File: config.mk
export PLATFORM = sky130hd
export DESIGN_NAME = handshake_constant_burst_flat
export DESIGN_NICKNAME = d
export VERILOG_FILES = /design/src/rtl/handshake_constant_burst_if.sv /design/src/rtl/handshake_constant_burst.sv /design/src/flat_wrapper.sv
export SDC_FILE = /design/constraint.sdc
export NUM_CORES = 1
export LEC_CHECK = 0
export CORE_MARGIN = 2
export CORE_UTILIZATION = 51
export CTS_CLUSTER_DIAMETER = 40
export CTS_CLUSTER_SIZE = 16
export DETAILED_ROUTE_END_ITERATION = 8
export DONT_BUFFER_PORTS = 1
export PLACE_DENSITY_LB_ADDON = 0.2
export SLEW_MARGIN = 20
export SYNTH_ARGS = -nofsm -noshare
export SYNTH_HDL_FRONTEND = slang
export SYNTH_SLANG_ARGS = --single-unit
File: constraint.sdc
create_clock -name clk -period 1.73 [get_ports clk]
set_clock_uncertainty 0.2 [all_clocks]
set_input_delay 0.0865 -clock clk [delete_from_list [all_inputs] [get_ports clk]]
set_output_delay 0.0865 -clock clk [all_outputs]
set_load 0.02 [all_outputs]
File: src/rtl/handshake_constant_burst_if.sv
// rtl/handshake_constant_burst_if.sv - ctrl/outs handshake bundle for the constant burst source
// slave is the design side; master is the environment side.
interface handshake_constant_burst_if #(
  parameter int DATA_WIDTH = 32,
  parameter int CNT_WIDTH  = 8
);
  logic                  ctrl_valid;
  logic                  ctrl_ready;
  logic [CNT_WIDTH-1:0]  ctrl_count;
  logic [DATA_WIDTH-1:0] outs;
  logic                  outs_valid;
  logic                  outs_ready;
  logic                  busy;

  modport slave (
    input  ctrl_valid, ctrl_count, outs_ready,
    output ctrl_ready, outs, outs_valid, busy
  );

  modport master (
    output ctrl_valid, ctrl_count, outs_ready,
    input  ctrl_ready, outs, outs_valid, busy
  );
endinterface

File: src/rtl/handshake_constant_burst.sv
// rtl/handshake_constant_burst.sv - elastic constant source emitting N tokens of VALUE per ctrl token
// outs_valid and ctrl_ready come from state only, so no combinational path links ctrl and outs.
module handshake_constant_burst #(
  parameter int                    DATA_WIDTH = 32,
  parameter logic [DATA_WIDTH-1:0] VALUE      = '0,
  parameter bit                    MODE       = 1'b0,
  parameter int                    CNT_WIDTH  = 8
) (
  input logic clk,
  input logic rst,
  handshake_constant_burst_if.slave bus
);
  typedef enum logic {IDLE, EMIT} state_t;

  state_t               state, state_n;
  logic [CNT_WIDTH-1:0] remaining, remaining_n;
  logic [CNT_WIDTH-1:0] burst_len;

  assign burst_len = MODE ? bus.ctrl_count : CNT_WIDTH'(1);

  always_ff @(posedge clk or posedge rst) begin
    if (rst) begin
      state     <= IDLE;
      remaining <= '0;
    end else begin
      state     <= state_n;
      remaining <= remaining_n;
    end
  end

  always_comb begin
    state_n     = state;
    remaining_n = remaining;
    case (state)
      IDLE: begin
        // A zero-length burst consumes the ctrl token and stays idle.
        if (bus.ctrl_valid && burst_len != '0) begin
          remaining_n = burst_len;
          state_n     = EMIT;
        end
      end
      EMIT: begin
        if (bus.outs_ready) begin
          remaining_n = remaining - 1'b1;
          if (remaining == CNT_WIDTH'(1)) state_n = IDLE;
        end
      end
      default: state_n = IDLE;
    endcase
  end

  assign bus.ctrl_ready = (state == IDLE) && !rst;
  assign bus.outs_valid = (state == EMIT);
  assign bus.busy       = (state == EMIT);
  assign bus.outs       = VALUE;
endmodule
File: src/flat_wrapper.sv
// flat-port wrapper written by rule: the top's interface ports become plain ports
module handshake_constant_burst_flat 
#(
  parameter int                    DATA_WIDTH = 32,
  parameter logic [DATA_WIDTH-1:0] VALUE      = '0,
  parameter bit                    MODE       = 1'b0,
  parameter int                    CNT_WIDTH  = 8
)
  (clk, rst, bus_ctrl_valid, bus_ctrl_count, bus_outs_ready, bus_ctrl_ready, bus_outs, bus_outs_valid, bus_busy);
  handshake_constant_burst_if #(.DATA_WIDTH(DATA_WIDTH), .CNT_WIDTH(CNT_WIDTH)) bus_i ();
  input logic clk;
  input logic rst;
  input wire logic [$bits(bus_i.ctrl_valid)-1:0] bus_ctrl_valid;
  input wire logic [$bits(bus_i.ctrl_count)-1:0] bus_ctrl_count;
  input wire logic [$bits(bus_i.outs_ready)-1:0] bus_outs_ready;
  output wire logic [$bits(bus_i.ctrl_ready)-1:0] bus_ctrl_ready;
  output wire logic [$bits(bus_i.outs)-1:0] bus_outs;
  output wire logic [$bits(bus_i.outs_valid)-1:0] bus_outs_valid;
  output wire logic [$bits(bus_i.busy)-1:0] bus_busy;
  assign bus_i.ctrl_valid = bus_ctrl_valid;
  assign bus_i.ctrl_count = bus_ctrl_count;
  assign bus_i.outs_ready = bus_outs_ready;
  assign bus_ctrl_ready = bus_i.ctrl_ready;
  assign bus_outs = bus_i.outs;
  assign bus_outs_valid = bus_i.outs_valid;
  assign bus_busy = bus_i.busy;
  handshake_constant_burst #(.DATA_WIDTH(DATA_WIDTH), .VALUE(VALUE), .MODE(MODE), .CNT_WIDTH(CNT_WIDTH)) u_core (.clk(clk), .rst(rst), .bus(bus_i));
endmodule
==> results_tabular.tex <==
\begin{tabular}{lr}
\hline
Metric & Value \\
\hline
\multicolumn{2}{l}{\textbf{Final layout}} \\
Final non-filler cell area & 684 sq um \\
Final core utilization & 0.526 \\
Share of post-route cells with drive strength above 1 & 0.131 \\
Number of non-filler instances in the completed layout & 99 \\
Diodes inserted & 0 \\
Area growth from synthesis to layout & -4.20\% \\
Count of nets after finishing & 99 \\
\multicolumn{2}{l}{\textbf{Setup path}} \\
CP max-delay cell & sky130\_fd\_sc\_hd\_\_or4\_4 \\
Worst Path Buf+Inv & 0 \\
Worst path top cell family by delay & simple AND/OR/NAND/NOR gates \\
Critical path launch point type & register \\
Class of the most critical setup path & reg2reg \\
Startpoint of the most critical register-to-register path & u\_core.remaining[4]\$\_DFFE\_PP0P\_ \\
Cells along the critical path & or4\_4 > o41ai\_2 > nand2\_1 \\
Worst-path maximum fanout & 4 \\
Crit-path max cell delay & 0.56 ns \\
CP required & 1.67 ns \\
Endpoint arrival time on the critical path & 1.57 ns \\
Kind of end point of the critical path & register \\
Worst setup path startpoint & u\_core.remaining[4]\$\_DFFE\_PP0P\_ \\
\multicolumn{2}{l}{\textbf{Global routing}} \\
Congestion Overflow GR & 0 \\
Number of antenna violations at the first check in global routing & 0 \\
Largest net degree at the start of global routing & 10 \\
Vias in the first global route & 347 \\
All-Layer GR Usage & 0.119 \\
First-pass GRT wire length & 1.55 mm \\
\multicolumn{2}{l}{\textbf{CTS}} \\
Root Buffer Master & sky130\_fd\_sc\_hd\_\_clkbuf\_4 \\
Largest buffer count on any clock path & 2 \\
Clock latency of the later-clocked register in the worst-skew pair & 0.26 ns \\
Number of clock sinks seen by CTS & 9 \\
TritonCTS clock tree & built \\
Clock transition at the register clock pins on the worst setup and hold paths after CTS & 0.06 ns \\
H-tree Lvls & 1 \\
TritonCTS Buffers & 3 \\
Number of setup buffers added after CTS & 0 \\
Resized Gates After CTS & 0 \\
\multicolumn{2}{l}{\textbf{STA}} \\
Post-Route Setup TNS & 0 ns \\
Setup violation total in the final timing report & 0 \\
Final period utilization & 0.946 \\
Time the final worst path needs with I/O delays and setup & 1.64 ns \\
Number of slew-limit violations in the final report & 0 \\
Maximum operating frequency & 0.611 GHz \\
RSZ-0062 raised after global routing & false \\
Final hold violations & 0 \\
\multicolumn{2}{l}{\textbf{Detailed routing}} \\
Final routed DRC violation total & 0 \\
Average via count per standard cell & 4.64 \\
Detailed Route WL & 959 um \\
Antenna viol nets, final & 0 \\
Routed WL per cell & 9.69 um \\
Initial detailed-routing violation count & 6 \\
Overall via count from detail\_route & 459 \\
Length of the first detailed-routing pass in iterations & 4 \\
\multicolumn{2}{l}{\textbf{Floorplan}} \\
Number of rows in the core area & 13 \\
Core footprint & 1300 sq um \\
Die outline width & 41.4 um \\
Initial standard-cell utilization of the core & 0.549 \\
Die area & 1720 sq um \\
Die Height & 41.4 um \\
Top Ports & 47 \\
\multicolumn{2}{l}{\textbf{Power and ir drop}} \\
Switching component of the power & 452 uW \\
Power Internal & 594 uW \\
Share of power burned in registers & 0.370 \\
Logic gate share of total power & 0.477 \\
Worst voltage drop across the vdd grid & 0.800 mV \\
Leakage & 0.000352 uW \\
Design Power & 1050 uW \\
Power share of the clock group & 0.153 \\
Switching Share & 0.432 \\
Power per standard cell area & 1530 nW/um\^{}2 \\
\multicolumn{2}{l}{\textbf{Place}} \\
Placer congestion estimate & 0.743 \\
DP Cell Count & 92 \\
Standard cell area after detailed placement & 628 sq um \\
IO buf count & 0 \\
Half-perimeter wire length after placement & 735 um \\
\multicolumn{2}{l}{\textbf{Yosys}} \\
Cell types with the largest area share after synthesis & sky130\_fd\_sc\_hd\_\_buf\_4, sky130\_fd\_sc\_hd\_\_dfrtp\_1, sky130\_fd\_sc\_hd\_\_o41ai\_1 \\
Most area-hungry cell type in the Yosys netlist & sky130\_fd\_sc\_hd\_\_buf\_4 \\
Synthesized area divided by synthesized cell count & 9.40 sq um \\
Instance count of the mapped netlist & 76 \\
Mapped Area & 714 sq um \\
Warnings from Yosys & 0 \\
Fraction of synthesized cell area taken by the top area cell type & 0.347 \\
Post-synthesis cell type count & 26 \\
Count of state elements after synthesis & 9 \\
Share of synthesized area occupied by flip-flops and latches & 0.315 \\
\multicolumn{2}{l}{\textbf{Status}} \\
Status & finished, final reports clean \\
\multicolumn{2}{l}{\textbf{Flow run}} \\
Max capacitance violation total & 0 \\
\multicolumn{2}{l}{\textbf{Min path}} \\
HP Class & in2async \\
\hline
\end{tabular}
[flip-flops by register name, summed over array words and instances (netlist names)]
name              flops
u_core.bus.busy       1
u_core.remaining      8
[final timing paths]
path                                              endpoint  slack, ns  depth (start not counted)
min                              u_core.bus.busy$_DFF_PP0_       0.04                          2
min reg2reg                u_core.remaining[5]$_DFFE_PP0P_       0.30                          1
max reg2reg                      u_core.bus.busy$_DFF_PP0_       0.09                          3
max in group asynchronous  u_core.remaining[1]$_DFFE_PP0P_       1.03                          2
min in group clk                            bus_ctrl_ready       0.05                          1
max                              u_core.bus.busy$_DFF_PP0_       0.09                          3
[what timing repair did]
item | in CTS | in global routing
endpoints found under the hold margin | 15 | 0
setup endpoints to repair | 0 | 0
hold buffers | 3 | 0
[Yosys cell counts (all sizes together)]
master	count
nor2	1
o31ai	1
or3	1
mux2i	1
nand2	4
a31oi	1
or2	1
and3	1
and2	1
nand2b	1
or4	1
buf	33
xnor2	1
o21ai	1
nor4	1
o41ai	4
clkbuf	1
ha	2
dfrtp	9
o211ai	1
o311ai	3
inv	3
conb	1
nand3	2
[cells by family (layout without fill, tap and decap cells)]
logic type,after synthesis,count (layout),synth area share
buffers and inverters,37,14,0.368
other,1,32,0.00525
DFF,9,9,0.315
AOI/OAI and AO/OA,11,11,0.133
muxes,1,1,0.0140
adders and majority gates,2,2,0.0350
xor gates and xnor gates,1,1,0.0123
and+or+nand+nor,14,14,0.117
[cells in the final DEF, fill, tap and decap left out, types with 2 or more instances in the layout]
cell                            synthesis  routed
sky130_fd_sc_hd__buf_4                 33       4
sky130_fd_sc_hd__nand3_1                2       2
sky130_fd_sc_hd__dfrtp_1                9       9
sky130_fd_sc_hd__o311ai_0               2       2
sky130_fd_sc_hd__clkbuf_4               0       3
sky130_fd_sc_hd__ha_1                   2       2
sky130_fd_sc_hd__inv_1                  3       3
sky130_fd_sc_hd__nand2_1                4       4
sky130_fd_sc_hd__dlygate4sd3_1          0       3
sky130_fd_sc_hd__conb_1                 1      32
sky130_fd_sc_hd__o41ai_1                3       3
[power groups by stage]
stage               Sequential, uW  Clock [uW]  Combinational, uW
floorplan                      399           0                430
global placement               387           0                486
detailed placement             390           0                493
CTS                            386         168                502
global route                   403         181                557
finish                         387         160                499
[layer usage]
layer,global-route usage,wire [um],vias to the layer above,part of all wire
li1,-,-,214,-
met1,0.145,389,218,0.41
met2,0.178,458,25,0.48
met3,0.0783,102,2,0.11
met4,0.0194,8,0,0.0083
met5,0,0,-,0
[through the flow]
step / hold WS, ns / setup slack, ns
final: 0.0385 / 0.0927
after global routing: 0.0510 / 0.0243
after CTS: 0.0379 / 0.0949
after detailed placement: -0.233 / 0.0829
after global placement: -0.238 / 0.0951
after floorplan: -0.286 / 0.108
[area by class of cell]
class | instances | area [sq um]
flip-flops and latches | 9 | 225
repair buffers | 7 | 60.1
well taps | 15 | 18.8
clock buffers | 4 | 26.3
fillers | 128 | 617
multi-input cells | 61 | 343
inverters | 3 | 11.3
Note: power is estimated with default switching activity, not from simulation.
